## src/rtl/cnn_layer_accel_awe_ce_pixel_seq.sv

```systemverilog
`default_nettype none
// ============================================================================
// Module  : cnn_layer_accel_awe_ce_pixel_seq
// Purpose : Walks an output-pixel job (row, column pair, kernel, cycle) and
//           issues one rowbuffer read per iteration. Each read returns two CE
//           words. The low word goes to CE0 two cycles after the read. The
//           high word goes to CE1 three cycles after the read. Both carry
//           row/column/cycle/last-kernel tags.
// Ports   : clk, rst (sync, active-high), start, cfg_num_* (job shape),
//           pause (stalls read issue), rb_rd_en/rb_rd_addr/rb_rd_data
//           (rowbuffer), ce0_*/ce1_* (pixel words + tags), busy, done.
// Revision: 1.0 - initial release
// ============================================================================
module cnn_layer_accel_awe_ce_pixel_seq #(
  parameter int PIXEL_WIDTH    = 16,
  parameter int NUM_CE_PER_AWE = 2
) (
  input  logic                                         clk,
  input  logic                                         rst,
  input  logic                                         start,
  input  logic [9:0]                                   cfg_num_rows,
  input  logic [9:0]                                   cfg_num_cols,
  input  logic [9:0]                                   cfg_num_kernels,
  input  logic [2:0]                                   cfg_num_cycles,
  input  logic                                         pause,
  output logic                                         rb_rd_en,
  output logic [15:0]                                  rb_rd_addr,
  input  logic [2*PIXEL_WIDTH*NUM_CE_PER_AWE-1:0]      rb_rd_data,
  output logic [PIXEL_WIDTH*NUM_CE_PER_AWE-1:0]        ce0_pixel_dataout,
  output logic [PIXEL_WIDTH*NUM_CE_PER_AWE-1:0]        ce1_pixel_dataout,
  output logic                                         ce0_pixel_dataout_valid,
  output logic                                         ce1_pixel_dataout_valid,
  output logic [31:0]                                  output_row_ce0,
  output logic [31:0]                                  output_row_ce1,
  output logic [31:0]                                  output_col_ce0,
  output logic [31:0]                                  output_col_ce1,
  output logic                                         ce0_last_kernel,
  output logic                                         ce1_last_kernel,
  output logic [2:0]                                   ce0_cycle_counter,
  output logic [2:0]                                   ce1_cycle_counter,
  output logic                                         busy,
  output logic                                         done
);

  localparam int CEW = PIXEL_WIDTH * NUM_CE_PER_AWE;

  typedef enum logic [1:0] {
    S_IDLE  = 2'd0,
    S_RUN   = 2'd1,
    S_DRAIN = 2'd2
  } state_t;

  state_t r_state, w_state_nxt;

  // Latched job shape
  logic [9:0]  r_rows, r_kern, r_cols, r_pairs;
  logic [2:0]  r_cycles;
  // Loop counters and read address
  logic [2:0]  r_c;
  logic [9:0]  r_k, r_j, r_r;
  logic [15:0] r_addr;

  // Stage 1: read in flight, data appears on rb_rd_data this cycle
  logic        r_s1_v, r_s1_lk, r_s1_has1;
  logic [9:0]  r_s1_row, r_s1_j;
  logic [2:0]  r_s1_c;
  // Stage 2: high word and tags waiting one cycle for CE1
  logic        r_s2_has1, r_s2_lk;
  logic [9:0]  r_s2_row, r_s2_j;
  logic [2:0]  r_s2_c;
  logic [CEW-1:0] r_s2_hi;
  // Stage 3: slot occupancy of the CE1 stage (set even when CE1 is masked)
  logic        r_s3_v;

  // Output registers
  logic [CEW-1:0] r_ce0_data, r_ce1_data;
  logic        r_ce0_v, r_ce1_v, r_ce0_lk, r_ce1_lk;
  logic [9:0]  r_ce0_row, r_ce1_row;
  logic [10:0] r_ce0_col, r_ce1_col;
  logic [2:0]  r_ce0_c, r_ce1_c;

  logic        w_issue, w_last_c, w_last_k, w_last_j, w_last_r, w_last_read;
  logic        w_cfg_zero, w_pipe_empty, w_accept, w_has1;
  logic [10:0] w_cols_p1;

  assign w_cols_p1    = {1'b0, cfg_num_cols} + 11'd1;
  assign w_cfg_zero   = (cfg_num_rows == 10'd0) || (cfg_num_cols == 10'd0) ||
                        (cfg_num_kernels == 10'd0) || (cfg_num_cycles == 3'd0);
  assign w_accept     = (r_state == S_IDLE) && start;
  assign w_issue      = (r_state == S_RUN) && !pause;
  assign w_last_c     = (r_c == r_cycles - 3'd1);
  assign w_last_k     = (r_k == r_kern - 10'd1);
  assign w_last_j     = (r_j == r_pairs - 10'd1);
  assign w_last_r     = (r_r == r_rows - 10'd1);
  assign w_last_read  = w_issue && w_last_c && w_last_k && w_last_j && w_last_r;
  // Odd column 2j+1 exists only if it lies inside the configured width
  assign w_has1       = ({r_j, 1'b1} < {1'b0, r_cols});
  assign w_pipe_empty = !(r_s1_v || r_ce0_v || r_s3_v);

  always_comb begin
    w_state_nxt = r_state;
    case (r_state)
      S_IDLE:  if (start) w_state_nxt = w_cfg_zero ? S_DRAIN : S_RUN;
      S_RUN:   if (w_last_read) w_state_nxt = S_DRAIN;
      S_DRAIN: if (w_pipe_empty) w_state_nxt = S_IDLE;
      default: w_state_nxt = S_IDLE;
    endcase
  end

  always_ff @(posedge clk) begin
    if (rst) begin
      r_state  <= S_IDLE;
      r_rows   <= '0; r_cols <= '0; r_kern <= '0; r_pairs <= '0; r_cycles <= '0;
      r_c      <= '0; r_k <= '0; r_j <= '0; r_r <= '0; r_addr <= '0;
      r_s1_v   <= 1'b0; r_s1_lk <= 1'b0; r_s1_has1 <= 1'b0;
      r_s1_row <= '0; r_s1_j <= '0; r_s1_c <= '0;
      r_s2_has1 <= 1'b0; r_s2_lk <= 1'b0; r_s2_row <= '0; r_s2_j <= '0;
      r_s2_c   <= '0; r_s2_hi <= '0; r_s3_v <= 1'b0;
      r_ce0_data <= '0; r_ce1_data <= '0; r_ce0_v <= 1'b0; r_ce1_v <= 1'b0;
      r_ce0_lk <= 1'b0; r_ce1_lk <= 1'b0; r_ce0_row <= '0; r_ce1_row <= '0;
      r_ce0_col <= '0; r_ce1_col <= '0; r_ce0_c <= '0; r_ce1_c <= '0;
    end else begin
      r_state <= w_state_nxt;

      if (w_accept) begin
        r_rows   <= cfg_num_rows;
        r_cols   <= cfg_num_cols;
        r_kern   <= cfg_num_kernels;
        r_cycles <= cfg_num_cycles;
        r_pairs  <= w_cols_p1[10:1];
        r_c <= '0; r_k <= '0; r_j <= '0; r_r <= '0; r_addr <= '0;
      end else if (w_issue) begin
        r_addr <= r_addr + 16'd1;
        if (!w_last_c) begin
          r_c <= r_c + 3'd1;
        end else begin
          r_c <= '0;
          if (!w_last_k) begin
            r_k <= r_k + 10'd1;
          end else begin
            r_k <= '0;
            if (!w_last_j) begin
              r_j <= r_j + 10'd1;
            end else begin
              r_j <= '0;
              r_r <= r_r + 10'd1;
            end
          end
        end
      end

      // Stage 1: tag the read being issued
      r_s1_v <= w_issue;
      if (w_issue) begin
        r_s1_row  <= r_r;
        r_s1_j    <= r_j;
        r_s1_c    <= r_c;
        r_s1_lk   <= w_last_k;
        r_s1_has1 <= w_has1;
      end

      // Stage 2: CE0 output from the low word, park the high word for CE1
      r_ce0_v <= r_s1_v;
      if (r_s1_v) begin
        r_ce0_data <= rb_rd_data[CEW-1:0];
        r_ce0_row  <= r_s1_row;
        r_ce0_col  <= {r_s1_j, 1'b0};
        r_ce0_c    <= r_s1_c;
        r_ce0_lk   <= r_s1_lk;
        r_s2_hi    <= rb_rd_data[2*CEW-1:CEW];
        r_s2_row   <= r_s1_row;
        r_s2_j     <= r_s1_j;
        r_s2_c     <= r_s1_c;
        r_s2_lk    <= r_s1_lk;
        r_s2_has1  <= r_s1_has1;
      end

      // Stage 3: CE1 output, suppressed for a pair with no odd column
      r_s3_v  <= r_ce0_v;
      r_ce1_v <= r_ce0_v && r_s2_has1;
      if (r_ce0_v && r_s2_has1) begin
        r_ce1_data <= r_s2_hi;
        r_ce1_row  <= r_s2_row;
        r_ce1_col  <= {r_s2_j, 1'b1};
        r_ce1_c    <= r_s2_c;
        r_ce1_lk   <= r_s2_lk;
      end
    end
  end

  assign rb_rd_en                = w_issue;
  assign rb_rd_addr              = r_addr;
  assign busy                    = (r_state != S_IDLE);
  assign done                    = (r_state == S_DRAIN) && w_pipe_empty;
  assign ce0_pixel_dataout       = r_ce0_data;
  assign ce1_pixel_dataout       = r_ce1_data;
  assign ce0_pixel_dataout_valid = r_ce0_v;
  assign ce1_pixel_dataout_valid = r_ce1_v;
  assign output_row_ce0          = {22'd0, r_ce0_row};
  assign output_row_ce1          = {22'd0, r_ce1_row};
  assign output_col_ce0          = {21'd0, r_ce0_col};
  assign output_col_ce1          = {21'd0, r_ce1_col};
  assign ce0_last_kernel         = r_ce0_lk;
  assign ce1_last_kernel         = r_ce1_lk;
  assign ce0_cycle_counter       = r_ce0_c;
  assign ce1_cycle_counter       = r_ce1_c;

endmodule
`default_nettype wire

```

## config.mk

```make
export PLATFORM = sky130hd
export DESIGN_NAME = cnn_layer_accel_awe_ce_pixel_seq
export DESIGN_NICKNAME = d
export VERILOG_FILES = /design/src/rtl/cnn_layer_accel_awe_ce_pixel_seq.sv
export SDC_FILE = /design/constraint.sdc
export NUM_CORES = 1
export LEC_CHECK = 0
export BUFFER_PORTS_ARGS = -buffer_cell sky130_fd_sc_hd__buf_2
export CAP_MARGIN = 0
export CORE_AREA = 2 2 154 156
export CTS_CLUSTER_SIZE = 25
export DETAILED_ROUTE_END_ITERATION = 8
export DIE_AREA = 0 0 156 158
export MAX_ROUTING_LAYER = met4
export PLACE_DENSITY_LB_ADDON = 0.15
export SETUP_SLACK_MARGIN = 0.5
export SLEW_MARGIN = 20
export SYNTH_ARGS = -nofsm -noshare
export SYNTH_HDL_FRONTEND = slang
export SYNTH_SLANG_ARGS = --single-unit
```

## constraint.sdc

```tcl
create_clock -name clk -period 4.2 [get_ports clk]
set_input_delay 0 -clock clk [delete_from_list [all_inputs] [get_ports clk]]
set_output_delay 0 -clock clk [all_outputs]
set_load 0.01 [all_outputs]
```

==> metrics.md <==
| Metric | Value |
|---|---|
| CTS Buffer Depth | `3` |
| Port bufs | `234` |
| Initial antenna violation count | `0` |
| Pwr/cell area | `376 mW/mm^2` |
| Total GRT Usage | `roughly a quarter` |
| Worst setup path start | `r_pairs[0]` |
| Source of the worst hold timing path | `rb_rd_data[5]` |
| Placement Rows | `56` |
| RR Startpoint | `r_pairs[0]` |
| Syn Inst Count | `between 1000 and 1500` |
| Most common cell after layout, fill and taps aside | `dfxtp_1` |
| Reg clk slew, reported paths | `0.06 ns` |
| Die height | `approximately 160 microns` |
| Filler Cell Count | `roughly 1900` |
| Num ports | `about 320` |
| Normalized max-slew margin | `between 40% and 50%` |
| Crit path launch type | `flip-flop` |
| Die ar. | `0.0246 sq mm` |
| Cell repeated most along the worst path | `inv_1` |
| Max Clock Freq | `~290 MHz` |
| Die X | `about 160 microns` |
| Antenna viol nets, final | `0` |
| Final setup viols | `0` |
| Via count | `roughly 11000` |
| Area grow syn2layout | `27.0%` |
| Syn Std Cell Area | `0.0120 sq mm` |
| WP data arrival | `about 3.9 ns` |
| H-tree lvl count | `1` |
| Overflow after GRT | `0` |
| Fin Clk Skew | `just under 0.007 ns` |
| Netlist cell types | `69` |
| Vias in the first global route | `roughly 9500` |
| Inst Count DP | `1863` |
| Synthesized flop and latch total | `about 270` |
| Post-Route WL | `about 31 mm` |
| Worst path top cell family by delay | `simple AND/OR/NAND/NOR gates` |
| Number of flops mapped to enable cells by yosys | `0` |
| Layout Cells excl Fill | `2053` |
| Placeable Area | `between 0.02 and 0.025 sq mm` |
| Setup TNS | `0 ns` |
| Clock root cell | `clkbuf_16` |
| Slowest CP cell | `dlygate4sd3_1` |
| Drt initial violations | `between 700 and 800` |
| DRC | `0` |
| Diodes inserted | `0` |
| Most frequent cells in the layout | `267 x dfxtp_1, 259 x nand2_1, 233 x buf_2` |
| Final min period | `3.50 ns` |
| Synth warnings | `0` |
| Vias per inst | `5.15` |
| Synth Flop Type | `dfxtp_1` |
| First-pass GRT wire length | `between 40 and 50 mm` |
| Final WS setup | `around 0.70 ns` |
| Peak supply drop | `227 uV` |
| Critical path class | `flip-flop to flip-flop` |
| Pre-CTS setup slack | `between 0.8 and 0.9 ns` |
| # nets final | `roughly 1900` |
| RSZ-0062 raised after global routing | `no` |
| Max Cap Viol | `0` |
| Hold Violations, Final | `0` |
| Layout cell share with drive strength beyond 1 | `around 18%` |
| Async set-reset flop share out of synthesis | `0%` |
| CP endpoint kind | `flip-flop` |
| Tot Pwr | `roughly 5.7 mW` |
| Final Cell Area | `approximately 0.015 sq mm` |
| Routed wire per std cell | `~15 microns` |
| Outcome | `finished, final reports clean` |
| Post_cts resized | `0` |
| Hold/Removal Path Class | `input port to flip-flop` |
| Post-DP HPWL | `just under 20 mm` |
| Placed instance area | `0.0129 sq mm` |
| Worst-Margin Slew | `0.895 ns` |
| Crit-path cells | `inv_1 > ha_1 > inv_1 > or3_1 > xnor2_1 > or4_1 > a2111o_1 > o41ai_2 > a211oi_1 > dlygate4sd3_1` |
| Pins over their slew limit | `0` |
| Clock latency on the worst-skew pair | `0.53 ns` |
| Period utilisation layout | `83.2%` |
| Cts bufs inserted | `28` |
| Worst path required time | `about 4.6 ns` |
| Clock sink total | `roughly 270` |
| Pin count of the biggest net entering global routing | `between 80 and 90` |
| Starting Density | `between 50% and 60%` |
| Seq/Total Area, Yosys | `44.7%` |
| Setup Buffers After CTS | `0` |
| Router iterations before antenna repair | `5` |
| Crit-path max FO | `9` |
| Slowest stage delay, CP | `0.58 ns` |
| TritonCTS clock tree | `yes` |
| Post-Syn Area per Cell | `8.50 sq um` |
| WP buf/inv | `3` |
| Lkg Pwr | `6.36 nW` |
| Routability cong. | `0.872` |
==> worst min-delay path: stages <==
cell           delay (ns)
dlygate4sd3_1        0.52
buf_2                0.09
mux2i_1              0.05
nor2_1               0.07
==> cell families (layout without fill, tap and decap cells) <==
kind of cell / count (synthesis) / after routing / share of synthesized area (%)
XOR/XNOR: 64 / 64 / 4.79
multiplexers: 95 / 95 / 7.94
buffers and inverters: 197 / 462 / 9.27
AND/OR/NAND/NOR: 542 / 542 / 20.0
AO/OA/AOI/OAI: 226 / 226 / 11.3
flip-flops: 268 / 268 / 44.7
other: 1 / 87 / 0.0313
adder cells (fa/ha/maj): 19 / 19 / 1.98
==> through the flow <==
| stage | hold slack [ns] | utilization (%) |
|---|---|---|
| finish | 0.253 | 66.1 |
| global route | 0.272 | 66.1 |
| CTS | 0.224 | 66.0 |
| detailed placement | 0.240 | 56.1 |
| global placement | 0.236 | 56.1 |
| floorplan | 0.136 | - |
==> state kept, by name, summed over array words and instances, names as in the netlist, 11 cells and up <==
register / cells
ce0_pixel_dataout: 32
r_ce1_col: 11
rb_rd_addr: 16
r_s2_hi: 32
ce1_pixel_dataout: 32
==> synth_stat cells (2+ instances only) <==
cell type / number / share of area, %
a311oi_1: 3 / 0.22
ha_1: 19 / 2.0
xor2_1: 40 / 2.9
or3_1: 22 / 1.1
or2_2: 2 / 0.10
nand2b_1: 4 / 0.21
o31ai_1: 6 / 0.38
o211ai_1: 3 / 0.19
and4_1: 3 / 0.22
dfxtp_1: 268 / 45
o311ai_0: 2 / 0.15
xnor2_1: 23 / 1.7
o41ai_2: 2 / 0.27
o21ai_0: 30 / 1.3
inv_1: 27 / 0.84
and3b_1: 2 / 0.15
a32oi_1: 2 / 0.15
buf_4: 88 / 5.5
nand3_1: 30 / 1.3
nand4_2: 2 / 0.21
nand4_1: 16 / 0.83
nor2_1: 143 / 4.5
a31oi_1: 5 / 0.26
mux2i_1: 94 / 7.8
and3_1: 10 / 0.52
or4_1: 8 / 0.50
nor4_1: 6 / 0.31
o41ai_1: 4 / 0.29
nor2b_1: 6 / 0.31
clkbuf_1: 54 / 1.7
a2111o_1: 2 / 0.19
o311ai_1: 5 / 0.36
nand2_1: 260 / 8.1
a21oi_1: 137 / 5.7
buf_6: 4 / 0.38
buf_1: 20 / 0.63
and2_1: 4 / 0.21
a21o_1: 5 / 0.31
a211oi_1: 10 / 0.63
nor3_1: 12 / 0.50
==> metal layers <==
| metal | part of all wire [%] | global-route usage (%) | vias to the layer above |
|---|---|---|---|
| met5 | 0 | - | - |
| met4 | 2.0 | 6.03 | 0 |
| met3 | 5.5 | 3.15 | 49 |
| met2 | 47 | 38.7 | 350 |
| met1 | 45 | 31.7 | 4928 |
| li1 | - | - | 5256 |
==> cell type report <==
class                   instances  area, sq um  area share [%]
multi-input cells            1033         5850            38.4
repair buffers                384         2650            17.4
clock buffers                  43          848            5.57
flip-flops and latches        268         5370            35.2
clock inverters                 7         40.0           0.263
inverters                      28          105           0.690
well taps                     290          363            2.38
==> power breakdown <==
group / total [mW] / internal (mW) / leakage (nW) / switching (mW)
Sequential: 2.67 / 2.60 / 2.17 / 0.0653
Combinational: 0.696 / 0.316 / 3.76 / 0.380
Clock: 2.36 / 1.38 / 0.436 / 0.980
==> worst paths after layout <==
kind                                 to  slack, ns  cells after the start
hold / removal     ce0_pixel_dataout[5]       0.25                      4
setup reg to reg             r_state[0]       0.70                     10
hold reg to reg   ce1_pixel_dataout[16]       0.45                      2
setup / recovery             r_state[0]       0.70                     10
==> timing repair <==
item | 4_1_cts | 5_1_grt
hold endpoints to repair | 120 | 0
setup endpoints to repair | 0 | 0
hold buffers | 140 | 0
No activity file was read; power rests on OpenSTA's default activity.
